$ cat src/rtl/fetch_pc_gen_pkg.sv
// Shared types for the fetch stage: queue entry layout and sequencer states.
package fetch_pkg;

    localparam int unsigned INSTR_BYTES = 4;
    localparam int unsigned MAX_ADDR_W  = 64;

    typedef struct packed {
        logic [MAX_ADDR_W-1:0] pc;
        logic [31:0]           instr;
        logic                  pred_taken;
        logic [MAX_ADDR_W-1:0] pred_target;
    } fetch_entry_t;

    typedef enum logic [1:0] {
        S_REQ  = 2'd0,
        S_WAIT = 2'd1,
        S_DROP = 2'd2
    } fetch_state_t;

endpackage

$ cat src/rtl/fetch_queue.sv
// Fetch queue: FIFO of predicted fetch entries with a single-cycle flush.
module fetch_queue
    import fetch_pkg::*;
#(
    parameter int unsigned DEPTH = 4,
    localparam int unsigned PTR_W = $clog2(DEPTH),
    localparam int unsigned CNT_W = PTR_W + 1
) (
    input  logic               clk_i,
    input  logic               rst_i,
    input  logic               push_i,
    input  fetch_entry_t       push_entry_i,
    input  logic               pop_i,
    input  logic               flush_i,
    output logic [CNT_W-1:0]   count_o,
    output logic               valid_o,
    output fetch_entry_t       head_o
);

    fetch_entry_t     mem_q [DEPTH];
    logic [PTR_W-1:0] wr_q, rd_q;
    logic [CNT_W-1:0] count_q;
    logic             pop_ok;

    assign pop_ok  = pop_i && (count_q != '0);
    assign valid_o = (count_q != '0);
    assign count_o = count_q;
    // Entry fields read as zero while empty so decode never sees stale data.
    assign head_o  = valid_o ? mem_q[rd_q] : '0;

    always_ff @(posedge clk_i or posedge rst_i) begin
        if (rst_i) begin
            wr_q    <= '0;
            rd_q    <= '0;
            count_q <= '0;
            for (int i = 0; i < int'(DEPTH); i++) begin
                mem_q[i] <= '0;
            end
        end else if (flush_i) begin
            wr_q    <= '0;
            rd_q    <= '0;
            count_q <= '0;
        end else begin
            if (push_i) begin
                mem_q[wr_q] <= push_entry_i;
                wr_q        <= wr_q + PTR_W'(1);
            end
            if (pop_ok) begin
                rd_q <= rd_q + PTR_W'(1);
            end
            count_q <= count_q + CNT_W'(push_i) - CNT_W'(pop_ok);
        end
    end

endmodule

$ cat src/rtl/fetch_pc_gen.sv
// Fetch-stage PC sequencer: one outstanding imem fetch, predicted next PC, redirect squash.
module fetch_pc_gen
    import fetch_pkg::*;
#(
    parameter int unsigned        ADDR_W   = 64,
    parameter int unsigned        FQ_DEPTH = 4,
    parameter logic [ADDR_W-1:0]  RESET_PC = '0
) (
    input  logic              clk,
    input  logic              reset,
    output logic [ADDR_W-1:0] pred_req_addr,
    input  logic [ADDR_W-1:0] pred_target,
    input  logic              pred_hit,
    output logic              imem_req_valid,
    output logic [ADDR_W-1:0] imem_req_addr,
    input  logic              imem_req_ready,
    input  logic              imem_resp_valid,
    input  logic [31:0]       imem_resp_data,
    input  logic              redirect_valid,
    input  logic [ADDR_W-1:0] redirect_pc,
    output logic              fq_out_valid,
    input  logic              fq_out_ready,
    output logic [ADDR_W-1:0] fq_out_pc,
    output logic [31:0]       fq_out_instr,
    output logic              fq_out_pred_taken,
    output logic [ADDR_W-1:0] fq_out_pred_target
);

    localparam int unsigned CNT_W = $clog2(FQ_DEPTH) + 1;

    fetch_state_t      state_q, state_d;
    logic [ADDR_W-1:0] pc_q, pc_d;
    logic [ADDR_W-1:0] infl_pc_q, infl_target_q;
    logic              infl_taken_q;
    logic [ADDR_W-1:0] pc_plus4;
    logic              pred_taken;
    logic              req_hs;
    logic              push, flush;
    logic [CNT_W-1:0]  fq_count;
    fetch_entry_t      push_entry, head;

    assign pc_plus4       = pc_q + ADDR_W'(INSTR_BYTES);
    assign pred_taken     = pred_hit && (pred_target != pc_plus4);
    assign pred_req_addr  = pc_q;
    assign imem_req_addr  = pc_q;
    assign imem_req_valid = !reset && (state_q == S_REQ) && (fq_count < CNT_W'(FQ_DEPTH));
    assign req_hs         = imem_req_valid && imem_req_ready;

    always_comb begin
        state_d = state_q;
        pc_d    = pc_q;
        push    = 1'b0;
        flush   = 1'b0;
        case (state_q)
            S_REQ: begin
                if (req_hs) begin
                    state_d = S_WAIT;
                    pc_d    = {pred_target[ADDR_W-1:2], 2'b00};
                end
            end
            S_WAIT: begin
                if (imem_resp_valid) begin
                    push    = 1'b1;
                    state_d = S_REQ;
                end
            end
            S_DROP: begin
                if (imem_resp_valid) state_d = S_REQ;
            end
            default: state_d = S_REQ;
        endcase
        // Redirect wins: an accepted request becomes a squashed one still owed a response.
        if (redirect_valid) begin
            flush = 1'b1;
            push  = 1'b0;
            pc_d  = {redirect_pc[ADDR_W-1:2], 2'b00};
            if (state_q == S_REQ) state_d = req_hs ? S_DROP : S_REQ;
            else                  state_d = imem_resp_valid ? S_REQ : S_DROP;
        end
    end

    always_ff @(posedge clk or posedge reset) begin
        if (reset) begin
            state_q       <= S_REQ;
            pc_q          <= {RESET_PC[ADDR_W-1:2], 2'b00};
            infl_pc_q     <= '0;
            infl_target_q <= '0;
            infl_taken_q  <= 1'b0;
        end else begin
            state_q <= state_d;
            pc_q    <= pc_d;
            if (req_hs) begin
                infl_pc_q     <= pc_q;
                infl_target_q <= pred_target;
                infl_taken_q  <= pred_taken;
            end
        end
    end

    always_comb begin
        push_entry             = '0;
        push_entry.pc          = MAX_ADDR_W'(infl_pc_q);
        push_entry.instr       = imem_resp_data;
        push_entry.pred_taken  = infl_taken_q;
        push_entry.pred_target = MAX_ADDR_W'(infl_target_q);
    end

    fetch_queue #(
        .DEPTH (FQ_DEPTH)
    ) u_fetch_queue (
        .clk_i        (clk),
        .rst_i        (reset),
        .push_i       (push),
        .push_entry_i (push_entry),
        .pop_i        (fq_out_ready && !redirect_valid),
        .flush_i      (flush),
        .count_o      (fq_count),
        .valid_o      (fq_out_valid),
        .head_o       (head)
    );

    assign fq_out_pc          = head.pc[ADDR_W-1:0];
    assign fq_out_instr       = head.instr;
    assign fq_out_pred_taken  = head.pred_taken;
    assign fq_out_pred_target = head.pred_target[ADDR_W-1:0];

endmodule
$ cat config.mk
export PLATFORM = sky130hd
export DESIGN_NAME = fetch_pc_gen
export DESIGN_NICKNAME = d
export VERILOG_FILES = /design/src/rtl/fetch_pc_gen_pkg.sv /design/src/rtl/fetch_queue.sv /design/src/rtl/fetch_pc_gen.sv
export SDC_FILE = /design/constraint.sdc
export NUM_CORES = 2
export LEC_CHECK = 0
export BUFFER_PORTS_ARGS = -buffer_cell sky130_fd_sc_hd__buf_2
export CAP_MARGIN = 15
export CORE_MARGIN = 4
export CORE_UTILIZATION = 47
export CTS_CLUSTER_DIAMETER = 80
export DETAILED_ROUTE_END_ITERATION = 16
export PLACE_DENSITY = 0.69
export SETUP_SLACK_MARGIN = 0.1
export SLEW_MARGIN = 20
export SYNTH_ARGS = -nofsm -noshare
export SYNTH_HDL_FRONTEND = slang
export SYNTH_HIERARCHICAL = 1
export SYNTH_SLANG_ARGS = --single-unit
$ cat constraint.sdc
create_clock -name clk -period 56.3 [get_ports clk]
set_input_delay 0 -clock clk [delete_from_list [all_inputs] [get_ports clk]]
set_output_delay 0 -clock clk [all_outputs]
set_load 0.005 [all_outputs]
==> flow_summary.json <==
{
  "dpl.hpwl_mm": 74.85,
  "timing.slew.headroom_pct": 27.68,
  "clock_sinks": 842,
  "highest_layer": "met5",
  "postLayoutCellArea_um2": 47770,
  "ys_seq_area_share_pct": 53.01,
  "dieArea_um2": 89290,
  "cts_root_buffer": "clkbuf_16",
  "via_per_inst": 5.641,
  "worst_slew_pin_slew_ps": 1085,
  "wl_mm": 118.4,
  "grt-ovfl-total": 0,
  "fin_cells": 4813,
  "fillCellCount": 6712,
  "cts_hold_buf": 243,
  "io_pins": 458,
  "cp_slowest_cell": "buf_4",
  "path_clk_slew_ps": 60,
  "slowest_delay_ps": 940,
  "syn_area_um2": 39750,
  "finClkSkew_ps": 28.18,
  "worst_slack_ps": 51870,
  "area_growth_pct": 20.18,
  "cts_tree": "built",
  "io_buffers": 451,
  "drv_slew": 0,
  "grt_pass1_vias": 28240,
  "fp.dieH_um": 298.8,
  "arrival_ps": 4430,
  "ir_drop_mv": 0.03222,
  "grt_max_degree": 172,
  "ys_types": 63,
  "maxCapViolCount": 0,
  "wl_met1_mm": 48.72,
  "die_w_um": 298.8,
  "first_iter_violations": 2252,
  "end_kind": "output pin",
  "placedCellCount": 4385,
  "clock_path_buffers": 3,
  "grt_usage_pct": 26.25,
  "layout-drive-gt1-share_pct": 38.53,
  "critPathMostFrequentCell": "buf_4",
  "cpLargestDelayFamily": "buffers and inverters",
  "async_reset_ff_share_pct": 100.0,
  "dr_wl_met2_mm": 55.82,
  "max_freq_ghz": 0.2255,
  "routedWlPerCell_um": 24.59,
  "fin_setup_tns_ps": 0,
  "rows": 106,
  "pre_cts_ws_ps": 52190,
  "worstPathRequired_ps": 56300,
  "hold_ws_ps": 50.23,
  "status": "completed",
  "power.total_mw": 1.820,
  "synth.avg_cell_area_um2": 13.13,
  "cellLeakagePower_nw": 24.11,
  "wl_met3_mm": 9.250,
  "final-hold-violation-count": 0,
  "ys_ff_latch": 842,
  "cp_cell_sequence": "buf_4 -> buf_4 -> mux4_2 -> and2_1 -> buf_2",
  "fin_crit_ps": 4434,
  "ant_nets": 0,
  "reg2reg_depth": 9,
  "start_util_pct": 47.50,
  "cts_max_level": 3,
  "critPathMaxFanout": 57,
  "final_core_util_pct": 57.08,
  "power_density_nw_per_um2": 38.11,
  "timing.rr.start": "imem_req_addr[2]",
  "synthFlopType": "dfrtp_1",
  "yosys_warnings": 6,
  "place.gp.congestion": 0.9034,
  "finalSetupViolCount": 0,
  "final_nets": 3765,
  "grt_pass1_wl_mm": 178.7,
  "grt_antenna_before_repair": 23,
  "core_area_um2": 83690,
  "numCtsBuffers": 92,
  "critPathKind": "register to output pin",
  "vias": 27150,
  "drc": 0,
  "cts_resized": 0,
  "synth_enable_flop_cells": 0,
  "reg2reg_to": "infl_taken_q",
  "layout_common_cells": "840 x dfrtp_1, 591 x mux2_2, 465 x nand2_1",
  "dpl_cell_area_um2": 42140,
  "fin_crit_sh_pct": 7.876,
  "drtPass1Iterations": 5,
  "layout_commonest_cell": "dfrtp_1",
  "post-cts-setup-buffers": 0,
  "hp-class": "input port to async pin",
  "path_buf_inv": 3,
  "worstSetupStartpointType": "register",
  "worstSkewPairLatency_ps": 660,
  "rrSetupSlack_ps": 52240,
  "rsz0062_at_grt": "no",
  "synthCells": 3028
}
==> per-layer routing <==
layer,track usage [%],vias to the layer above
met3,7.243,248
met2,41.92,1010
met1,34.77,14110
met5,0,-
li1,-,11770
met4,9.200,16
==> final cells by class <==
class	count	area, um2	share of cell area, %
Clock inverter	44	533.0	1.116
Antenna cell	14	35.03	0.07334
Multi-Input combinational cell	1910	17000	35.59
Tap cell	1134	1419	2.970
Sequential cell	842	21080	44.12
Clock buffer	127	2624	5.492
Inverter	14	67.56	0.1414
Timing Repair Buffer	728	5012	10.49
==> where the power goes <==
| part | internal (mW) | total [mW] | switching [mW] | leakage, nW |
|---|---|---|---|---|
| clock | 0.366 | 0.622 | 0.257 | 1.56 |
| combinational | 0.187 | 0.390 | 0.203 | 11.2 |
| sequential | 0.696 | 0.808 | 0.112 | 11.4 |
==> flip-flops by register name, summed over array words and instances, names as in the netlist <==
register and cells:
u_fetch_queue/rd_q 2, u_fetch_queue/count_o 3, infl_target_q 64, u_fetch_queue/mem_q 644, state_q 2, infl_taken_q 1
u_fetch_queue/wr_q 2, imem_req_addr 62, infl_pc_q 62
==> cells in the mapped netlist (3+ instances only) <==
| cell type | n | area, um2 |
|---|---|---|
| a2111oi_0 | 3 | 26.28 |
| a21o_1 | 61 | 457.9 |
| a21oi_1 | 69 | 345.3 |
| and2_1 | 167 | 1045 |
| and3_1 | 7 | 43.79 |
| and4_1 | 14 | 122.6 |
| buf_1 | 5 | 18.77 |
| buf_2 | 57 | 285.3 |
| buf_4 | 111 | 833.3 |
| buf_6 | 21 | 236.5 |
| clkbuf_1 | 78 | 292.8 |
| dfrtp_1 | 842 | 21070 |
| ha_1 | 9 | 112.6 |
| inv_1 | 14 | 52.55 |
| mux2_1 | 56 | 630.6 |
| mux2_2 | 591 | 6655 |
| mux2i_1 | 11 | 110.1 |
| mux4_2 | 161 | 3626 |
| nand2_1 | 466 | 1749 |
| nand2b_1 | 4 | 25.02 |
| nand3_1 | 27 | 135.1 |
| nand3b_1 | 5 | 37.54 |
| nand4_1 | 28 | 175.2 |
| nor2_1 | 22 | 82.58 |
| nor2b_1 | 5 | 31.28 |
| nor3_1 | 8 | 40.04 |
| nor4_1 | 16 | 100.1 |
| o211ai_1 | 4 | 30.03 |
| o21ai_0 | 17 | 85.08 |
| o311ai_0 | 3 | 26.28 |
| o31a_1 | 4 | 35.03 |
| o31ai_1 | 3 | 22.52 |
| or2_2 | 3 | 18.77 |
| or3_1 | 8 | 50.05 |
| or4_1 | 9 | 67.56 |
| xnor2_1 | 61 | 534.3 |
| xor2_1 | 23 | 201.4 |
==> how the worst max path moves through the flow <==
stage,to,from,cells past startpoint,slack [ps]
floorplan,u_fetch_queue/count_o[0],reset,1,38060
global placement,u_fetch_queue/mem_q[507],redirect_valid,7,52210
detailed placement,u_fetch_queue/mem_q[509],redirect_valid,7,52190
CTS,fq_out_pred_target[52],u_fetch_queue/rd_q[1],5,51700
global route,fq_out_pred_target[52],u_fetch_queue/rd_q[1],5,51570
finish,fq_out_pred_target[52],u_fetch_queue/rd_q[1],5,51870
==> kinds of logic (layout without fill, tap and decap cells) <==
group,count (synthesis),after routing,synth area share [%]
mux,819,819,27.73
compound gates,183,183,2.990
buf+inv,287,913,4.363
other cells,1,26,0.009434
simple gates,801,801,9.663
flops,842,842,53.01
fa+ha+maj,10,10,0.3337
xor+xnor,85,85,1.907
==> tightest hold or removal path, delay by kind of cell <==
family,cells,cell delay (ps)
buffers and inverters,3,1190
Note: power is estimated with default switching activity, not from simulation.
